### src/rtl/spi_slave.sv
// SPI mode-0 slave: oversamples sclk/ss/mosi in the clk domain, deserialises
// MOSI into DATA_WIDTH-bit words (MSB first) and serialises a preloaded
// transmit byte onto MISO. Local side sees a load/ready and data/valid pair.
module spi_slave #(
    parameter int DATA_WIDTH  = 8,
    parameter int SYNC_STAGES = 2
) (
    input  logic                  clk,
    input  logic                  reset,
    input  logic                  sclk,
    input  logic                  ss,
    input  logic                  mosi,
    output logic                  miso,
    input  logic [DATA_WIDTH-1:0] tx_data,
    input  logic                  tx_load,
    output logic                  tx_ready,
    output logic [DATA_WIDTH-1:0] rx_data,
    output logic                  rx_valid,
    output logic                  tx_underrun,
    output logic                  busy
);

    localparam int CNT_W = $clog2(DATA_WIDTH + 1);

    typedef enum logic [0:0] {
        IDLE,
        SHIFT
    } state_t;

    // Synchroniser chains and edge-detect history
    logic [SYNC_STAGES-1:0] sclk_sync_q;
    logic [SYNC_STAGES-1:0] ss_sync_q;
    logic [SYNC_STAGES-1:0] mosi_sync_q;
    logic                   sclk_prev_q;
    logic                   ss_prev_q;

    logic sclk_s, ss_s, mosi_s;
    logic sclk_rise, sclk_fall, ss_rise, ss_fall;

    // Protocol state
    state_t                state_q, state_d;
    logic [CNT_W-1:0]      cnt_q, cnt_d;
    logic                  word_done_q, word_done_d;
    logic [DATA_WIDTH-1:0] rx_shift_q, rx_shift_d;
    logic [DATA_WIDTH-1:0] tx_shift_q, tx_shift_d;
    logic [DATA_WIDTH-1:0] tx_buf_q, tx_buf_d;
    logic                  tx_ready_q, tx_ready_d;
    logic                  rx_pend_q, rx_pend_d;
    logic [DATA_WIDTH-1:0] rx_data_q, rx_data_d;
    logic                  rx_valid_q, rx_valid_d;
    logic                  underrun_q, underrun_d;
    logic                  miso_q, miso_d;
    logic                  consume;

    assign sclk_s = sclk_sync_q[SYNC_STAGES-1];
    assign ss_s   = ss_sync_q[SYNC_STAGES-1];
    assign mosi_s = mosi_sync_q[SYNC_STAGES-1];

    assign sclk_rise = sclk_s & ~sclk_prev_q;
    assign sclk_fall = ~sclk_s & sclk_prev_q;
    assign ss_rise   = ss_s & ~ss_prev_q;
    assign ss_fall   = ~ss_s & ss_prev_q;

    // Bring the SPI pins into the clk domain; reset presets them to bus idle
    always_ff @(posedge clk) begin
        if (reset) begin
            sclk_sync_q <= '0;
            ss_sync_q   <= '1;
            mosi_sync_q <= '0;
            sclk_prev_q <= 1'b0;
            ss_prev_q   <= 1'b1;
        end else begin
            sclk_sync_q <= {sclk_sync_q[SYNC_STAGES-2:0], sclk};
            ss_sync_q   <= {ss_sync_q[SYNC_STAGES-2:0], ss};
            mosi_sync_q <= {mosi_sync_q[SYNC_STAGES-2:0], mosi};
            sclk_prev_q <= sclk_s;
            ss_prev_q   <= ss_s;
        end
    end

    // Next-state logic for the word engine, transmit buffer and outputs
    always_comb begin
        state_d     = state_q;
        cnt_d       = cnt_q;
        word_done_d = word_done_q;
        rx_shift_d  = rx_shift_q;
        tx_shift_d  = tx_shift_q;
        tx_buf_d    = tx_buf_q;
        tx_ready_d  = tx_ready_q;
        rx_pend_d   = 1'b0;
        underrun_d  = 1'b0;
        consume     = 1'b0;

        unique case (state_q)
            IDLE: begin
                if (ss_fall) begin
                    consume     = 1'b1;
                    cnt_d       = '0;
                    word_done_d = 1'b0;
                    state_d     = SHIFT;
                end
            end
            SHIFT: begin
                if (ss_rise) begin
                    state_d     = IDLE;
                    cnt_d       = '0;
                    word_done_d = 1'b0;
                    tx_shift_d  = '0;
                end else begin
                    if (sclk_rise) begin
                        rx_shift_d = {rx_shift_q[DATA_WIDTH-2:0], mosi_s};
                        if (cnt_q == CNT_W'(DATA_WIDTH - 1)) begin
                            cnt_d       = '0;
                            word_done_d = 1'b1;
                            rx_pend_d   = 1'b1;
                        end else begin
                            cnt_d = cnt_q + CNT_W'(1);
                        end
                    end
                    if (sclk_fall) begin
                        if (word_done_q) begin
                            consume     = 1'b1;
                            word_done_d = 1'b0;
                        end else begin
                            tx_shift_d = {tx_shift_q[DATA_WIDTH-2:0], 1'b0};
                        end
                    end
                end
            end
            default: state_d = IDLE;
        endcase

        // Word start: take the buffered byte, or send zeros and flag underrun
        if (consume) begin
            if (!tx_ready_q) begin
                tx_shift_d = tx_buf_q;
                tx_ready_d = 1'b1;
            end else begin
                tx_shift_d = '0;
                underrun_d = 1'b1;
            end
        end

        // Evaluated after consume so a load into an empty buffer on the same
        // cycle as a word start is kept for the following word
        if (tx_load && tx_ready_q) begin
            tx_buf_d   = tx_data;
            tx_ready_d = 1'b0;
        end

        rx_data_d  = rx_pend_q ? rx_shift_q : rx_data_q;
        rx_valid_d = rx_pend_q;
        miso_d     = (state_d == SHIFT) ? tx_shift_d[DATA_WIDTH-1] : 1'b0;
    end

    // State and registered-output update
    always_ff @(posedge clk) begin
        if (reset) begin
            state_q     <= IDLE;
            cnt_q       <= '0;
            word_done_q <= 1'b0;
            rx_shift_q  <= '0;
            tx_shift_q  <= '0;
            tx_buf_q    <= '0;
            tx_ready_q  <= 1'b1;
            rx_pend_q   <= 1'b0;
            rx_data_q   <= '0;
            rx_valid_q  <= 1'b0;
            underrun_q  <= 1'b0;
            miso_q      <= 1'b0;
        end else begin
            state_q     <= state_d;
            cnt_q       <= cnt_d;
            word_done_q <= word_done_d;
            rx_shift_q  <= rx_shift_d;
            tx_shift_q  <= tx_shift_d;
            tx_buf_q    <= tx_buf_d;
            tx_ready_q  <= tx_ready_d;
            rx_pend_q   <= rx_pend_d;
            rx_data_q   <= rx_data_d;
            rx_valid_q  <= rx_valid_d;
            underrun_q  <= underrun_d;
            miso_q      <= miso_d;
        end
    end

    assign miso        = miso_q;
    assign tx_ready    = tx_ready_q;
    assign rx_data     = rx_data_q;
    assign rx_valid    = rx_valid_q;
    assign tx_underrun = underrun_q;
    assign busy        = (state_q == SHIFT);

endmodule

### config.mk
export PLATFORM = sky130hd
export DESIGN_NAME = spi_slave
export DESIGN_NICKNAME = d
export VERILOG_FILES = /design/src/rtl/spi_slave.sv
export SDC_FILE = /design/constraint.sdc
export NUM_CORES = 1
export LEC_CHECK = 0
export ABC_AREA = 1
export CAP_MARGIN = 10
export CORE_ASPECT_RATIO = 0.7
export CORE_MARGIN = 2
export CORE_UTILIZATION = 50
export DETAILED_ROUTE_END_ITERATION = 10
export PLACE_DENSITY = 0.77
export SLEW_MARGIN = 25
export SYNTH_ARGS = -nofsm -noshare
export SYNTH_HDL_FRONTEND = slang
export SYNTH_SLANG_ARGS = --single-unit
### constraint.sdc
create_clock -name clk -period 1.6 [get_ports clk]
set_input_delay 0.16 -clock clk [delete_from_list [all_inputs] [get_ports clk]]
set_output_delay 0.16 -clock clk [all_outputs]
set_load 0.01 [all_outputs]
==> results.json, run 1 <==
{
  "required_ns": 1.44,
  "ys_seq_elements": 51,
  "setup_viol": 0,
  "critPathKind": "reg -> out",
  "design.die.area_um2": 4500,
  "gp_congestion": 0.833,
  "final_max_slew_viol_count": 0,
  "drive_gt1_share_pct": 8.72,
  "cts_tree": "built",
  "rsz0062_at_grt": "no",
  "sw_frac_of_total_pct": 24.5,
  "pre_cts_ws_ns": 0.240,
  "ant_nets": 0,
  "comb_power_share_pct": 8.4,
  "finalWorstSetupSlack_ns": 0.195,
  "layout_commonest_cell": "nor2_1",
  "grt_pass1_wl_um": 6240,
  "antenna_found_initial": 0,
  "grt_max_degree": 32,
  "drt_wl_total_um": 3670,
  "die_height_um": 56.7,
  "cts_setup_buffers": 0,
  "hold_path_class": "in -> reg",
  "wl_per_cell_um": 10.5,
  "root_buffer": "clkbuf_8",
  "drc_errors": 0,
  "htree_levels": 2,
  "diodes": 0,
  "die_w_um": 79.3,
  "io_pins": 27,
  "pwr-share-seq_pct": 59.1,
  "overflow": 0,
  "initial_utilization_pct": 51.2,
  "holdBufCountCts": 0,
  "netlist_instances": 266,
  "seq_area_frac_synth_pct": 51.5,
  "arrival_ns": 1.24,
  "nets": 312,
  "clkLatencyLatePin_ns": 0.31,
  "fmax_mhz": 712,
  "area_growth_pct": 21.6,
  "yosys.area.top_type": "dfxtp_1",
  "clock_sinks": 51,
  "grtUsageTotal_pct": 18.1,
  "path_cells": "clkdlybuf4s50_1",
  "peakVddDrop_mv": 0.586,
  "io_buffers": 26,
  "slew_headroom_pct": 77.0,
  "crit_fanout": 3,
  "cpMaxStageDelayCell": "clkdlybuf4s50_1",
  "cellInternalPower_mw": 1.71,
  "mostFrequentLayoutCells": "78 x nor2_1, 51 x dfxtp_1, 39 x o21ai_0",
  "switching_power_mw": 0.555,
  "dr.pass1.iters": 4,
  "vias": 1647,
  "numCtsBuffers": 5,
  "finalSetupTns_ns": 0,
  "grt_pass1_vias": 1399,
  "via_per_inst": 4.71,
  "timing.final.crit_share_pct": 87.8,
  "cp-start-kind": "register",
  "power_density_nw_per_um2": 939,
  "hold_viol": 0,
  "ys.warnings.count": 0,
  "syn-mean-instance-area_um2": 7.46,
  "end_kind": "primary output",
  "cap_viol_max_count": 0,
  "clockBufferDepth": 2,
  "fillCellCount": 351,
  "synth_cell_types": 25,
  "worstMarginPinSlew_ns": 0.345,
  "whs_ns": 0.373,
  "slowest_delay_ns": 0.55,
  "finClkSkew_ns": 0.0144,
  "clockPowerShare_pct": 32.5,
  "p_leak_nw": 1.06,
  "core_area_um2": 3870,
  "synth.area.top_cells": "dfxtp_1 51%, nor2_1 15%, o21ai_0 9.8%",
  "synth_fp_nets": 281,
  "status": "finished clean",
  "syn-cell-area_um2": 1980,
  "hpwlAfterDp_um": 2510,
  "cts-resized-gates": 0,
  "synth.top_cell.area_share_pct": 51.5,
  "rows": 19,
  "clk_pin_slew_ns": 0.09,
  "cp_num_buf_inv": 1,
  "path_delay_family": "buffers and inverters",
  "first_iter_violations": 39,
  "min_period_ns": 1.40
}
==> cell families (layout without fill, tap and decap cells) <==
family                   Yosys count  after routing  share of synthesized area [%]
AO/OA/AOI/OAI                     48             48                           13.1
adder cells (fa/ha/maj)            1              1                          0.630
buffers and inverters             37             69                           7.38
flip-flops                        51             51                           51.5
AND/OR/NAND/NOR                  129            129                           27.5
==> worst paths after layout <==
check                  from              to  slack, ns  cells after the start
max                    busy            busy       0.20                      1
min                    sclk  sclk_sync_q[0]       0.37                      3
max reg2reg            busy   tx_shift_q[5]       0.24                      6
min reg2reg  sclk_sync_q[0]  sclk_sync_q[1]       0.41                      2
==> stage by stage <==
| step | power [mW] | cells | util [%] | instance area [µm²] |
|---|---|---|---|---|
| 2_1_floorplan | 1.49 | 266 | - | 1980 |
| 3_3_place_gp | 1.55 | 342 | 59.9 | 2320 |
| 3_5_place_dp | 1.56 | 342 | 59.9 | 2320 |
| 4_1_cts | 2.28 | 350 | 62.3 | 2410 |
| 5_1_grt | 2.38 | 350 | 62.3 | 2410 |
| 6_report | 2.26 | 350 | 62.3 | 2410 |
==> sequential cells by signal (all words and copies together), names as in the netlist <==
register     count
busy             1
cnt_q            4
miso             1
mosi_sync_q      2
rx_data          8
rx_pend_q        1
rx_shift_q       8
rx_valid         1
sclk_prev_q      1
sclk_sync_q      2
ss_prev_q        1
ss_sync_q        2
tx_buf_q         8
tx_ready         1
tx_shift_q       8
tx_underrun      1
word_done_q      1
==> metal layers <==
metal	part of all wire, %	global-route usage, %	up-vias
met3	4.4	7.40	5
met1	56	25.8	718
met4	1.4	6.65	0
li1	-	-	899
met2	38	24.2	25
met5	0	0	-
==> power groups by stage <==
stage	clock, mW	combinational (mW)	sequential, mW
floorplan	0	0.124	1.36
global placement	0	0.188	1.37
detailed placement	0	0.189	1.37
CTS	0.751	0.190	1.34
global route	0.815	0.218	1.34
finish	0.736	0.190	1.34
==> worst register-to-register path: cells and delay by family (launching register included) <==
| kind | cells | cell delay [ns] |
|---|---|---|
| AO/OA/AOI/OAI | 2 | 0.43 |
| AND/OR/NAND/NOR | 3 | 0.37 |
| flip-flops | 1 | 0.39 |
| buffers and inverters | 1 | 0.11 |
==> cells in the mapped netlist, drive strengths merged <==
cell and n:
nor2 81, dfxtp 51, o21ai 42, nand2 31
inv 29, nand3 12, clkbuf 5, a21oi 3
clkinv 2, or2 2, a22oi 1, buf 1
ha 1, nand4 1, nor3 1, nor4 1
o211ai 1, o21bai 1
==> area by class of cell <==
| cell class | instances | area (µm²) | share of cell area [%] |
|---|---|---|---|
| clock buffers | 6 | 72.6 | 3.01 |
| clock inverters | 2 | 17.5 | 0.726 |
| inverters | 31 | 116 | 4.82 |
| multi-input cells | 178 | 817 | 33.9 |
| flip-flops and latches | 51 | 1020 | 42.3 |
| well taps | 52 | 65.1 | 2.70 |
| repair buffers | 30 | 303 | 12.6 |
No activity file was read; power rests on OpenSTA's default activity.
==> run 2, diff against run 1 <==
--- a/config.mk
+++ b/config.mk
@@ -6,13 +6,12 @@
 export NUM_CORES = 1
 export LEC_CHECK = 0
 export ABC_AREA = 1
-export CAP_MARGIN = 10
 export CORE_ASPECT_RATIO = 0.7
 export CORE_MARGIN = 2
 export CORE_UTILIZATION = 50
 export DETAILED_ROUTE_END_ITERATION = 10
 export PLACE_DENSITY = 0.77
-export SLEW_MARGIN = 25
+export SLEW_MARGIN = 0
 export SYNTH_ARGS = -nofsm -noshare
 export SYNTH_HDL_FRONTEND = slang
 export SYNTH_SLANG_ARGS = --single-unit
==> results of run 2 <==
Same layout as run 1: the final DEF is identical, and so are final timing and power.
==> run 3, diff against run 2 <==
--- a/config.mk
+++ b/config.mk
@@ -6,11 +6,13 @@
 export NUM_CORES = 1
 export LEC_CHECK = 0
 export ABC_AREA = 1
+export CELL_PAD_IN_SITES_DETAIL_PLACEMENT = 0
+export CELL_PAD_IN_SITES_GLOBAL_PLACEMENT = 1
 export CORE_ASPECT_RATIO = 0.7
 export CORE_MARGIN = 2
-export CORE_UTILIZATION = 50
+export CORE_UTILIZATION = 39
 export DETAILED_ROUTE_END_ITERATION = 10
-export PLACE_DENSITY = 0.77
+export PLACE_DENSITY = 0.81
 export SLEW_MARGIN = 0
 export SYNTH_ARGS = -nofsm -noshare
 export SYNTH_HDL_FRONTEND = slang
==> run 3 against run 2 <==
Against the previous run: maximum frequency increased by 1.5%; non-clock buffer count increased by 1; register-to-register slack improved by 0.05 ns; critical endpoint is now tx_ready; clock-buffer cell count stayed put; global-route usage is 1.8 points lower; via count up 0.79%; wire length rose by 11%; critical path depth stayed put; cell area is 0.47% higher; combinational power hardly changed; sequential cell count unchanged; core utilization shrank 12 points.
==> results.json, run 3 (synthesis results as in run 1) <==
{
  "initial_utilization_pct": 41.0,
  "mostFrequentLayoutCells": "78 x nor2_1, 51 x dfxtp_1, 39 x o21ai_0",
  "finalSetupTns_ns": 0,
  "design.die.area_um2": 5680,
  "cpMaxStageDelayCell": "clkdlybuf4s50_1",
  "grt_pass1_wl_um": 7160,
  "comb_power_share_pct": 8.5,
  "holdBufCountCts": 0,
  "stdcell_count": 368,
  "end_kind": "primary output",
  "r2r_slack_ns": 0.29,
  "first_iter_violations": 78,
  "dr.pass1.iters": 4,
  "grt_pass1_vias": 1522,
  "hold_path_class": "in -> reg",
  "die_height_um": 63.7,
  "r2r_end": "tx_shift_q[5]",
  "cts_setup_buffers": 0,
  "pwr-share-seq_pct": 59.6,
  "fin_util_pct": 50.1,
  "crit_fanout": 3,
  "power_density_nw_per_um2": 927,
  "p_leak_nw": 1.06,
  "root_buffer": "clkbuf_8",
  "whs_ns": 0.372,
  "ant_nets": 0,
  "hold_viol": 0,
  "gp_congestion": 0.758,
  "dp_cells": 360,
  "pre_cts_ws_ns": 0.295,
  "grt_max_degree": 32,
  "path_cells": "clkdlybuf4s50_1",
  "status": "finished clean",
  "rsz0062_at_grt": "no",
  "numCtsBuffers": 5,
  "fillCellCount": 506,
  "wl_per_cell_um": 11.1,
  "cts_tree": "built",
  "area_growth_pct": 22.1,
  "min_period_ns": 1.38,
  "peakVddDrop_mv": 0.522,
  "finalWorstSetupSlack_ns": 0.215,
  "cap_viol_max_count": 0,
  "slowest_delay_ns": 0.55,
  "fmax_mhz": 722,
  "nets": 313,
  "reg2reg_from": "sclk_prev_q",
  "required_ns": 1.44,
  "core_area_um2": 4830,
  "finClkSkew_ns": 0.00851,
  "hold_start": "mosi",
  "critPathKind": "reg -> out",
  "die_w_um": 89.3,
  "sw_frac_of_total_pct": 24.4,
  "whs_path_depth": 3,
  "overflow": 0,
  "arrival_ns": 1.22,
  "path_delay_family": "buffers and inverters",
  "rr_worst_depth": 8,
  "drt_wl_total_um": 4070,
  "io_buffers": 26,
  "clockBufferDepth": 2,
  "clk_pin_slew_ns": 0.09,
  "clock_sinks": 51,
  "layout_commonest_cell": "nor2_1",
  "clockPowerShare_pct": 32.0,
  "whs_endpoint": "mosi_sync_q[0]",
  "via_per_inst": 4.51,
  "rows": 21,
  "antenna_found_initial": 0,
  "drc_errors": 0,
  "worstMarginPinSlew_ns": 0.338,
  "slew_headroom_pct": 77.3,
  "timing.final.crit_share_pct": 86.5,
  "io_pins": 27,
  "htree_levels": 2,
  "vias": 1660,
  "final_max_slew_viol_count": 0,
  "cp-start-kind": "register",
  "clkLatencyLatePin_ns": 0.30,
  "cp_num_buf_inv": 1,
  "diodes": 0,
  "cts-resized-gates": 0,
  "setup_viol": 0,
  "cellInternalPower_mw": 1.70,
  "drive_gt1_share_pct": 9.03,
  "grtUsageTotal_pct": 16.2,
  "hpwlAfterDp_um": 2860,
  "switching_power_mw": 0.548
}
[run 3: changes by cell type in the layout (fill, tap and decap cells not counted), sizes merged]
cell	change
buf	+1
clkinv	-1
clkinvlp	+1
[run 3: worst max path at each step]
stage                     startpoint     endpoint  slack, ns  cells after the start
after floorplan                 busy     cnt_q[2]       0.38                      7
after global placement       tx_load  tx_buf_q[3]       0.32                      5
after detailed placement     tx_load  tx_buf_q[6]       0.29                      5
after CTS                       busy         busy       0.21                      1
after global routing            busy     cnt_q[2]       0.12                      7
final                       tx_ready     tx_ready       0.22                      1
[run 3: power groups by stage]
stage	registers (mW)	clock network (mW)	logic [mW]
global placement	1.37	0	0.190
floorplan	1.36	0	0.124
finish	1.34	0.718	0.190
detailed placement	1.37	0	0.191
CTS	1.34	0.748	0.192
global route	1.34	0.797	0.221
[run 3: final cells by class]
class	count	area, µm²	share of cell area, %
clock buffers	6	72.6	2.99
clock inverters	2	12.5	0.516
inverters	31	116	4.80
multi-input cells	178	817	33.7
flip-flops and latches	51	1020	42.1
well taps	69	86.3	3.56
repair buffers	31	298	12.3
[run 3: metrics by stage]
| step | cell area, µm² | power [mW] |
|---|---|---|
| floorplan | 1980 | 1.49 |
| global placement | 2340 | 1.56 |
| detailed placement | 2340 | 1.56 |
| CTS | 2420 | 2.28 |
| global route | 2420 | 2.36 |
| finish | 2420 | 2.25 |
[run 3: per-layer routing]
layer  global-route usage, %  wire length (µm)
met1                    24.9              2290
met2                    21.4              1570
met3                    4.19               170
met4                    6.16                46
met5                       0                 0
==> edit (flow settings as in run 2) <==
Reset style: asynchronous (`reset`), changed in 2 clocked blocks.
--- a/src/rtl/spi_slave.sv
+++ b/src/rtl/spi_slave.sv
@@ -63,5 +63,5 @@
 
     // Bring the SPI pins into the clk domain; reset presets them to bus idle
-    always_ff @(posedge clk) begin
+    always_ff @(posedge clk or posedge reset) begin
         if (reset) begin
             sclk_sync_q <= '0;
@@ -155,5 +155,5 @@
 
     // State and registered-output update
-    always_ff @(posedge clk) begin
+    always_ff @(posedge clk or posedge reset) begin
         if (reset) begin
             state_q     <= IDLE;
Formal check against the unedited RTL: differs if reset is asserted again (counterexample within 4 cycles, from zero or initial values and one cycle with reset high); with reset held inactive, the same outputs for 10 cycles.
==> edit against run 2 <==
Sequential share of layout area is 7.4 points higher. Final area is 6.7% higher. Via count is 17% lower. Largest cell class unchanged. Critical path depth stayed put. Maximum frequency is 8.4% lower. Worst setup slack worse by 0.13 ns. Routed wire length is 5.9% lower. Area after synthesis is 6.0% higher. Sequential cell count stayed put. Core utilization is 2.6 points higher. Critical endpoint is now tx_ready. Count of clock-buffer cells in the layout is 1 lower.
Power is not compared: it rests on default switching activity, and its combinational part moved more than twofold at a synthesized area within 25%.
==> edit: results (changes against run 2) <==
INFO  outcome        status=finished, final reports clean [unchanged]
INFO  grt            grt_util_all_layers=0.174 [was 0.181]
INFO  critical_path  r2r_end=word_done_q [was tx_shift_q[5]]
INFO  route          routed-wl-met3=121um [was 160 um]
INFO  synthesis      dominantRegCellSynth=sky130_fd_sc_hd__dfrtp_1 [was sky130_fd_sc_hd__dfxtp_1]
INFO  synthesis      ys_top_cells_by_count=sky130_fd_sc_hd__nand2_1 (52), sky130_fd_sc_hd__dfrtp_1 (47), sky130_fd_sc_hd__nor2_1 (16) [was sky130_fd_sc_hd__nor2_1 (78), sky130_fd_sc_hd__dfxtp_1 (51), sky130_fd_sc_hd__o21ai_0 (39)]
INFO  synthesis      synth_top_cell_by_area=sky130_fd_sc_hd__dfrtp_1 [was sky130_fd_sc_hd__dfxtp_1]
INFO  placement      gp_congestion=0.778 [was 0.833]
INFO  critical_path  setup.worst_path.start=tx_ready [was busy]
INFO  critical_path  ff2ff_path_depth=7 [was 6]
INFO  synthesis      netlist_instances=201 [was 266]
INFO  sta            finalWorstSetupSlack=0.0667ns [was 0.195 ns]
INFO  sta            final.hold.worst_slack=0.196ns [was 0.373 ns]
INFO  critical_path  worstPathArrival=1.37ns [was 1.24 ns]
INFO  route          detail_route.iter0.violations=111 [was 39]
INFO  final_layout   layout_commonest_cell=sky130_fd_sc_hd__nand2_1 [was sky130_fd_sc_hd__nor2_1]
INFO  placement      dpl_wire_length=2460um [was 2510 um]
INFO  route          dr_wl_met2=1550um [was 1390 um]
INFO  placement      dpl.cell_count=279 [was 342]
INFO  critical_path  reg2reg_slack=0.16ns [was 0.24 ns]
INFO  critical_path  critical_path.slowest_cell=sky130_fd_sc_hd__dfstp_2 [was sky130_fd_sc_hd__clkdlybuf4s50_1]
INFO  synthesis      synth.area.mux_share=0.0214 [was 0]
INFO  route          met1_length=1760um [was 2070 um]
INFO  critical_path  critPathTopFamily=flip-flops [was buffers and inverters]
INFO  final_layout   layout-drive-gt1-share=0.246 [was 0.0872]
INFO  critical_path  critical_path_destination=tx_ready [was busy]
INFO  synthesis      syn_nets=216 [was 281]
==> edit: changes by cell type after synthesis, moves of 10 or more <==
cell / before / now
sky130_fd_sc_hd__nor2_1: 78 / 16
sky130_fd_sc_hd__o21ai_0: 39 / 0
sky130_fd_sc_hd__dfrtp_1: 0 / 47
sky130_fd_sc_hd__dfxtp_1: 51 / 0
sky130_fd_sc_hd__nand2_1: 28 / 52
sky130_fd_sc_hd__inv_1: 25 / 15
==> edit: final cells by class <==
type / instances / area, um^2
well taps: 52 / 65.1
inverters: 21 / 78.8
multi-input cells: 127 / 718
flip-flops and latches: 51 / 1280
clock inverters: 3 / 67.6
clock buffers: 5 / 68.8
repair buffers: 29 / 295
fillers: 335 / 1400
==> edit: repair_timing <==
action,4_1_cts,5_1_grt
endpoints found under the setup margin,1,0
setup buffers,1,0
hold buffers,0,0
gates resized for setup,0,0
